==> src/rtl/cpu_sequencer.sv <==
// Multi-cycle FETCH/DECODE/EXEC/MEM/WB strobe sequencer with memory-wait watchdog.
// Optional perf counters (instret/cycles) enabled by defining CPU_SEQ_PERF_COUNTERS_EN.
module cpu_sequencer #(
  parameter int MEM_WAIT_MAX = 15,
  parameter int WAIT_CNT_W   = 4
) (
  input  logic        clk,
  input  logic        reset,
  input  logic [3:0]  opcode,
  input  logic        zero_flag,
  input  logic        mem_ready,
  output logic        ir_load,
  output logic        pc_inc,
  output logic        pc_load,
  output logic        mem_addr_sel,
  output logic        mem_read,
  output logic        mem_write,
  output logic        reg_write,
  output logic        halted,
  output logic        illegal_op,
  output logic        bus_error,
  output logic [2:0]  state_out,
  output logic [15:0] instret,
  output logic [15:0] cycles
);

  typedef enum logic [2:0] {
    FETCH  = 3'd0,
    DECODE = 3'd1,
    EXEC   = 3'd2,
    MEM    = 3'd3,
    WB     = 3'd4,
    HALT   = 3'd5
  } state_t;

  localparam logic [3:0] OP_NOP = 4'b0000;
  localparam logic [3:0] OP_LD  = 4'b1000;
  localparam logic [3:0] OP_ST  = 4'b1001;
  localparam logic [3:0] OP_BEQ = 4'b1010;
  localparam logic [3:0] OP_JMP = 4'b1011;
  localparam logic [3:0] OP_HLT = 4'b1110;

  state_t                state, state_nxt;
  logic [WAIT_CNT_W-1:0] wait_cnt, wait_nxt;
  logic                  wait_hit, timeout, illegal_set;
  logic                  ir_c, pci_c, pcl_c, sel_c, rd_c, wr_c, rw_c;

  assign wait_hit = !mem_ready && (wait_cnt == WAIT_CNT_W'(MEM_WAIT_MAX - 1));

  always_comb begin
    state_nxt   = state;
    timeout     = 1'b0;
    illegal_set = 1'b0;
    ir_c  = 1'b0;
    pci_c = 1'b0;
    pcl_c = 1'b0;
    sel_c = 1'b0;
    rd_c  = 1'b0;
    wr_c  = 1'b0;
    rw_c  = 1'b0;
    case (state)
      FETCH: begin
        rd_c = 1'b1;
        if (mem_ready) begin
          ir_c      = 1'b1;
          pci_c     = 1'b1;
          state_nxt = DECODE;
        end else if (wait_hit) begin
          timeout   = 1'b1;
          state_nxt = HALT;
        end
      end
      DECODE: begin
        if (opcode == OP_HLT) begin
          state_nxt = HALT;
        end else if (opcode == 4'b1100 || opcode == 4'b1101 || opcode == 4'b1111) begin
          illegal_set = 1'b1;
          state_nxt   = FETCH;
        end else begin
          state_nxt = EXEC;
        end
      end
      EXEC: begin
        state_nxt = FETCH;
        if (opcode == OP_NOP) begin
          state_nxt = FETCH;
        end else if (opcode <= 4'b0111) begin
          state_nxt = WB;
        end else if (opcode == OP_LD || opcode == OP_ST) begin
          state_nxt = MEM;
        end else if (opcode == OP_JMP) begin
          pcl_c = 1'b1;
        end else if (opcode == OP_BEQ) begin
          pcl_c = zero_flag;
        end
      end
      MEM: begin
        sel_c = 1'b1;
        if (opcode == OP_LD) rd_c = 1'b1;
        else                 wr_c = 1'b1;
        if (mem_ready) begin
          state_nxt = (opcode == OP_LD) ? WB : FETCH;
        end else if (wait_hit) begin
          timeout   = 1'b1;
          state_nxt = HALT;
        end
      end
      WB: begin
        rw_c      = 1'b1;
        state_nxt = FETCH;
      end
      HALT:    state_nxt = HALT;
      default: state_nxt = FETCH;
    endcase
  end

  // Strobes are forced low while reset is held, since reset parks the FSM in FETCH.
  always_comb begin
    ir_load      = ir_c  & ~reset;
    pc_inc       = pci_c & ~reset;
    pc_load      = pcl_c & ~reset;
    mem_addr_sel = sel_c & ~reset;
    mem_read     = rd_c  & ~reset;
    mem_write    = wr_c  & ~reset;
    reg_write    = rw_c  & ~reset;
  end

  always_comb begin
    wait_nxt = wait_cnt;
    if (state_nxt != state && (state_nxt == FETCH || state_nxt == MEM))
      wait_nxt = '0;
    else if (mem_ready)
      wait_nxt = '0;
    else if (state == FETCH || state == MEM)
      wait_nxt = wait_cnt + WAIT_CNT_W'(1);
  end

  always_ff @(posedge clk or posedge reset) begin
    if (reset) begin
      state      <= FETCH;
      wait_cnt   <= '0;
      illegal_op <= 1'b0;
      bus_error  <= 1'b0;
    end else begin
      state      <= state_nxt;
      wait_cnt   <= wait_nxt;
      illegal_op <= illegal_op | illegal_set;
      bus_error  <= bus_error | timeout;
    end
  end

  assign halted    = (state == HALT);
  assign state_out = state;

`ifdef CPU_SEQ_PERF_COUNTERS_EN
  logic retire;
  assign retire = (state_nxt == FETCH) &&
                  (state == DECODE || state == EXEC || state == MEM || state == WB);

  always_ff @(posedge clk or posedge reset) begin
    if (reset) begin
      instret <= '0;
      cycles  <= '0;
    end else begin
      if (state != HALT) cycles  <= cycles + 16'd1;
      if (retire)        instret <= instret + 16'd1;
    end
  end
`else
  assign instret = '0;
  assign cycles  = '0;
`endif

endmodule

==> config.mk <==
export PLATFORM = sky130hd
export DESIGN_NAME = cpu_sequencer
export DESIGN_NICKNAME = d
export VERILOG_FILES = /design/src/rtl/cpu_sequencer.sv
export SDC_FILE = /design/constraint.sdc
export NUM_CORES = 1
export LEC_CHECK = 0
export CORE_MARGIN = 4
export CORE_UTILIZATION = 41
export CTS_CLUSTER_SIZE = 10
export DETAILED_ROUTE_END_ITERATION = 16
export PLACE_DENSITY = 0.86
export SYNTH_ARGS = -nofsm -noshare
export SYNTH_HDL_FRONTEND = slang
export SYNTH_SLANG_ARGS = --single-unit
==> constraint.sdc <==
create_clock -name clk -period 5.2 [get_ports clk]
set_clock_uncertainty 0.15 [all_clocks]
set_input_delay 1.04 -clock clk [delete_from_list [all_inputs] [get_ports clk]]
set_output_delay 1.04 -clock clk [all_outputs]
set_load 0.02 [all_outputs]
==> results of run 1 <==
==> state kept, by name (all words and copies together), names as in the netlist <==
| signal | cells |
|---|---|
| illegal_op | 1 |
| state_out | 3 |
| bus_error | 1 |
| wait_cnt | 4 |
==> power groups by stage <==
stage,Combinational (mW),Sequential [mW],Clock (mW)
CTS,0.255,0.125,0.0550
global placement,0.246,0.125,0
floorplan,0.210,0.113,0
global route,0.276,0.131,0.0592
finish,0.255,0.125,0.0551
detailed placement,0.254,0.126,0
==> cells by family after synthesis <==
logic type / synth area share
buffers and inverters: 0.311
AOI/OAI and AO/OA: 0.192
xor gates and xnor gates: 0.0378
and+or+nand+nor: 0.185
DFF: 0.243
other: 0.00405
adders and majority gates: 0.0270
==> through the flow <==
stage	util	power [mW]	area, um^2	hold WS (ps)
finish	0.504	0.435	1040	314
global route	0.504	0.466	1040	353
global placement	0.490	0.371	1010	296
floorplan	-	0.324	1040	405
detailed placement	0.490	0.380	1010	304
CTS	0.504	0.435	1040	320
==> cell usage after synthesis, drive strengths merged (2+ instances only) <==
| cell | instances | area [um^2] |
|---|---|---|
| a211oi | 3 | 22.5 |
| a21oi | 3 | 15.0 |
| a221oi | 2 | 41.3 |
| a31oi | 2 | 12.5 |
| buf | 35 | 258 |
| clkbuf | 2 | 7.51 |
| dfrtp | 9 | 225 |
| ha | 2 | 25.0 |
| inv | 6 | 22.5 |
| nand3 | 3 | 15.0 |
| nor2 | 8 | 30.0 |
| nor2b | 4 | 27.5 |
| nor3 | 3 | 15.0 |
| nor3b | 2 | 15.0 |
| nor4 | 2 | 18.8 |
| or3 | 2 | 12.5 |
| xnor2 | 3 | 26.3 |
==> path summary, 6_finish.rpt <==
kind                          endpoint  cells after the start    startpoint  slack, ps
min                          bus_error                      1     bus_error        310
max reg2reg                wait_cnt[0]                      4  state_out[0]       3360
max in group asynchronous  wait_cnt[0]                      2         reset       3630
max                            pc_load                      5     opcode[3]       1220
min reg2reg                  bus_error                      1     bus_error        310
min in group asynchronous   illegal_op                      2         reset        980
==> cell type report <==
type / count / area, um^2
flip-flops and latches: 9 / 225
multi-input cells: 89 / 529
well taps: 27 / 33.8
clock buffers: 3 / 22.5
clock inverters: 1 / 5.00
fillers: 194 / 1020
repair buffers: 20 / 200
inverters: 6 / 22.5
==> layer usage <==
metal  global-route usage  vias up  wire length (um)
met1                0.135      348               741
met5                    0        -                 0
met2                0.201       44               886
li1                     -      354                 -
met3               0.0280        2               192
met4               0.0417        0                15
==> run metrics, run 1 <==
clk root buf=clkbuf_4; aggregate global routing overflow=0; DR pass1 iterations=4; synthesis warning total=0; Internal=0.219 mW; pre-CTS WS=1240 ps; crit path DAT=2790 ps; First DRT Iteration DRCs=20; Top FF cell, synth=dfrtp_1; share of layout cells above drive strength 1=0.0625; Syn Area/Cell=8.42 um^2; CTS H-tree depth=1; result of the run=finished clean; Core Region=0.00206 mm^2; Post-CTS Resized=0; global-route wire length before repair=2920 um; WL final=1840 um; Worst path max stage delay=610 ps; antenna violations before repair=0; Layout area overhead=12.2%; Post-synth EDFFs=0; Final setup viols=0; Leak=0.471 nW; Clock transition at path regs=70 ps; insertion delay of the later-clocked pin in the worst-skew pair=270 ps; Gate power share=0.586; RSZ-0062 raised after global routing=false; largest fanout on the critical path=5; final hold violation count=0; Global Route Usage Sum=0.115; Yosys cell types=40; synthesized flop and latch total=9; Die X-Extent=55.5 um; Top cell by count, worst path=clkdlybuf4s50_1; via count=748; CP endpoint kind=output pin; Crit path max-delay family=buffers and inverters; kind of critical path=in2out; number of routed nets with antenna violations=0; hold_buf cts=0; Peak Freq=251 MHz; Tcrit/Tclk final=0.765; Synth async-reset ratio=1.00; Avg WL per Cell=11.8 um; sequential area share after synthesis=0.243; pin count of the biggest net entering global routing=18; vias in the first global route=643; Post-Layout Cell Count=155; fin crit period=3980 ps; setup repair bufs after CTS=0; crit start category=input port; placed cells=151; post-synthesis cell area=926 um^2; Pwr Density=418 mW/mm^2; setup ws final=1220 ps; leading cell types in the layout, fill and taps excluded=conb_1 (32), clkdlybuf4s50_1 (20), dfrtp_1 (9); Max Cap Viol=0; Placer Congestion=0.826; CP max stage cell=clkdlybuf4s50_1; Initial Utilization=0.449; Sink Count=9; Flop pwr share=0.287; CTS tree=built; clock buffer depth=2; PortBufs=20; DIE AREA=0.00308 mm^2; # DRC=0; Peak supply drop=0.176 mV; row count=16; Sw Ratio=0.496; Syn Inst Count=110; CTS Buf Count=3; Clk pwr share=0.127; placed wire-length estimate=1490 um; Nets=139; io pins=53; CP required=4010 ps; diode count=0; commonest non-fill, non-tap cell in the layout=conb_1; P_sw=0.216 mW; WP buf/inv=2; crit path cell chain=clkdlybuf4s50_1 -> nor2b_1 -> nand3_1 -> nor2_1 -> clkdlybuf4s50_1; die height=55.5 um; Min-Delay Path Class=reg2reg; setup TNS=0 ps; post-DR vias/cell=4.83; Slew Viols, Final=0
(Power assumes the default switching activity.)
==> inputs of run 2 (changes only) <==
--- a/config.mk
+++ b/config.mk
@@ -6,10 +6,10 @@
 export NUM_CORES = 1
 export LEC_CHECK = 0
 export CORE_MARGIN = 4
-export CORE_UTILIZATION = 41
+export CORE_UTILIZATION = 38
 export CTS_CLUSTER_SIZE = 10
 export DETAILED_ROUTE_END_ITERATION = 16
-export PLACE_DENSITY = 0.86
+export PLACE_DENSITY = 0.8
 export SYNTH_ARGS = -nofsm -noshare
 export SYNTH_HDL_FRONTEND = slang
 export SYNTH_SLANG_ARGS = --single-unit
==> constraint.sdc (replaced) <==
create_clock -name clk -period 3.8 [get_ports clk]
set_clock_uncertainty 0.15 [all_clocks]
set_input_delay 0.76 -clock clk [delete_from_list [all_inputs] [get_ports clk]]
set_output_delay 0.76 -clock clk [all_outputs]
set_load 0.02 [all_outputs]
==> run 2 against run 1 <==
  * Die area up 6.7%
  * Total power up 39%
  * Cell area up 1.4%
  * Via count up 4.7%
  * Clock-buffer cell count up 1
  * Largest cell class unchanged
==> run metrics, run 2 (same netlist as run 1, synthesis figures left out) <==
result of the run=finished clean; die height=57.4 um (+3.3%); Clock transition at path regs=60 ps (about the same); number of routed nets with antenna violations=0 (unchanged); Global Route Usage Sum=0.128 (+0.0129); setup repair bufs after CTS=0 (unchanged); final hold violation count=0 (unchanged); Placer Congestion=0.862 (+4.4%); Slew Viols, Final=0 (unchanged); setup TNS=0 ps (unchanged); commonest non-fill, non-tap cell in the layout=conb_1; placed cells=154 (+2.0%); Peak supply drop=0.270 mV (+54%); aggregate global routing overflow=0 (unchanged); placed wire-length estimate=1630 um (+9.6%); RSZ-0062 raised after global routing=false; Crit path max-delay family=buffers and inverters; Worst path max stage delay=660 ps (+50 ps); fin crit period=3490 ps; # DRC=0 (unchanged); Clk pwr share=0.126 (about the same); Post-Layout Cell Count=158 (+1.9%); via count=783 (+4.7%); P_sw=0.301 mW (+40%); share of layout cells above drive strength 1=0.0692 (+0.00673); Top cell by count, worst path=clkdlybuf4s50_1; Peak Freq=287 MHz; Final setup viols=0 (unchanged); Gate power share=0.586 (about the same); Flop pwr share=0.289 (+0.002); pin count of the biggest net entering global routing=18 (unchanged); Internal=0.303 mW (+38%); leading cell types in the layout, fill and taps excluded=conb_1 (32), clkdlybuf4s50_1 (20), dfrtp_1 (9); crit path cell chain=clkdlybuf4s50_1 -> nor3b_1 -> a31oi_1 -> nor3_1 -> clkdlybuf4s50_1; vias in the first global route=719 (+12%); Sink Count=9 (unchanged); largest fanout on the critical path=7 (+2); CTS tree=built; DR pass1 iterations=4 (unchanged); Nets=141 (+1.4%); First DRT Iteration DRCs=17 (-15%); pre-CTS WS=318 ps (-922 ps); slew margin rel.=0.647; crit start category=input port; CTS H-tree depth=1 (unchanged); post-DR vias/cell=4.96 (+2.7%); Leak=0.478 nW (+1.5%); Die X-Extent=57.4 um (+3.3%); Post-CTS Resized=0 (unchanged); hold_buf cts=0 (unchanged); number of flip-flops in the largest register=4 (unchanged); clk root buf=clkbuf_4; Tcrit/Tclk final=0.918; WL final=2040 um (+11%); DIE AREA=0.00329 mm^2 (+6.7%); io pins=53 (unchanged); CP endpoint kind=output pin; Avg WL per Cell=12.9 um (+9.1%); Max Cap Viol=0 (unchanged); WP buf/inv=2 (unchanged); FILL cells=229 (+18%); PortBufs=20 (unchanged); antenna violations before repair=0 (unchanged); diode count=0 (unchanged); Sw Ratio=0.498 (+0.00242); insertion delay of the later-clocked pin in the worst-skew pair=260 ps (about the same); CP max stage cell=clkdlybuf4s50_1; global-route wire length before repair=3280 um (+12%); setup ws final=311 ps (-909 ps); Min-Delay Path Class=reg2reg; Worst Tran Pin Value=529 ps; row count=17 (+1); Core Region=0.00228 mm^2 (+10%); crit path DAT=2580 ps (-210 ps); clock buffer depth=2 (unchanged); CTS Buf Count=3 (unchanged); CP required=2890 ps (-1120 ps); Pwr Density=573 mW/mm^2 (+37%); kind of critical path=in2out; register name with the most flops=wait_cnt; Initial Utilization=0.407 (-0.0422); Layout area overhead=13.8%
[run 2: cell count changes in the layout (fill, tap and decap cells not counted), sizes merged]
cell    delta
buf        +2
clkbuf     +1
clkinv     -1
[run 2: routing by layer]
layer  global-route usage  vias to the layer above  routed length (um)
met5                    0                        -                   0
met4               0.0828                        0                  57
met3               0.0294                        7                 193
met2                0.215                       45                1010
met1                0.144                      374                 783
li1                     -                      357                   -
[run 2: power groups by stage]
| stage | combinational, mW | clock, mW | sequential [mW] |
|---|---|---|---|
| after floorplan | 0.288 | 0 | 0.155 |
| after global placement | 0.341 | 0 | 0.172 |
| after detailed placement | 0.353 | 0 | 0.173 |
| after CTS | 0.355 | 0.0779 | 0.172 |
| after global routing | 0.384 | 0.0834 | 0.182 |
| final | 0.354 | 0.0758 | 0.174 |
[run 2: final timing paths]
kind | depth (start not counted) | slack, ps | to | from
min reg2reg | 1 | 320 | bus_error | bus_error
min | 1 | 320 | bus_error | bus_error
min in group asynchronous | 2 | 600 | illegal_op | reset
max reg2reg | 4 | 1930 | wait_cnt[0] | state_out[1]
max | 5 | 310 | mem_read | opcode[1]
max in group asynchronous | 3 | 2560 | wait_cnt[1] | reset
[run 2: cell type report]
cell class,count,area [um^2],share of cell area
Multi-Input combinational cell,89,529,0.502
Sequential cell,9,225,0.214
Timing Repair Buffer,22,215,0.204
Tap cell,28,35.0,0.0333
Clock buffer,4,26.3,0.0249
Inverter,6,22.5,0.0214
[run 2: through the flow]
step / power, mW / hold slack (ps) / util / cell area, um^2
global placement: 0.513 / 300 / 0.451 / 1030
finish: 0.604 / 317 / 0.463 / 1050
CTS: 0.604 / 322 / 0.463 / 1050
global route: 0.649 / 352 / 0.463 / 1050
floorplan: 0.443 / 405 / - / 1040
detailed placement: 0.527 / 305 / 0.451 / 1030
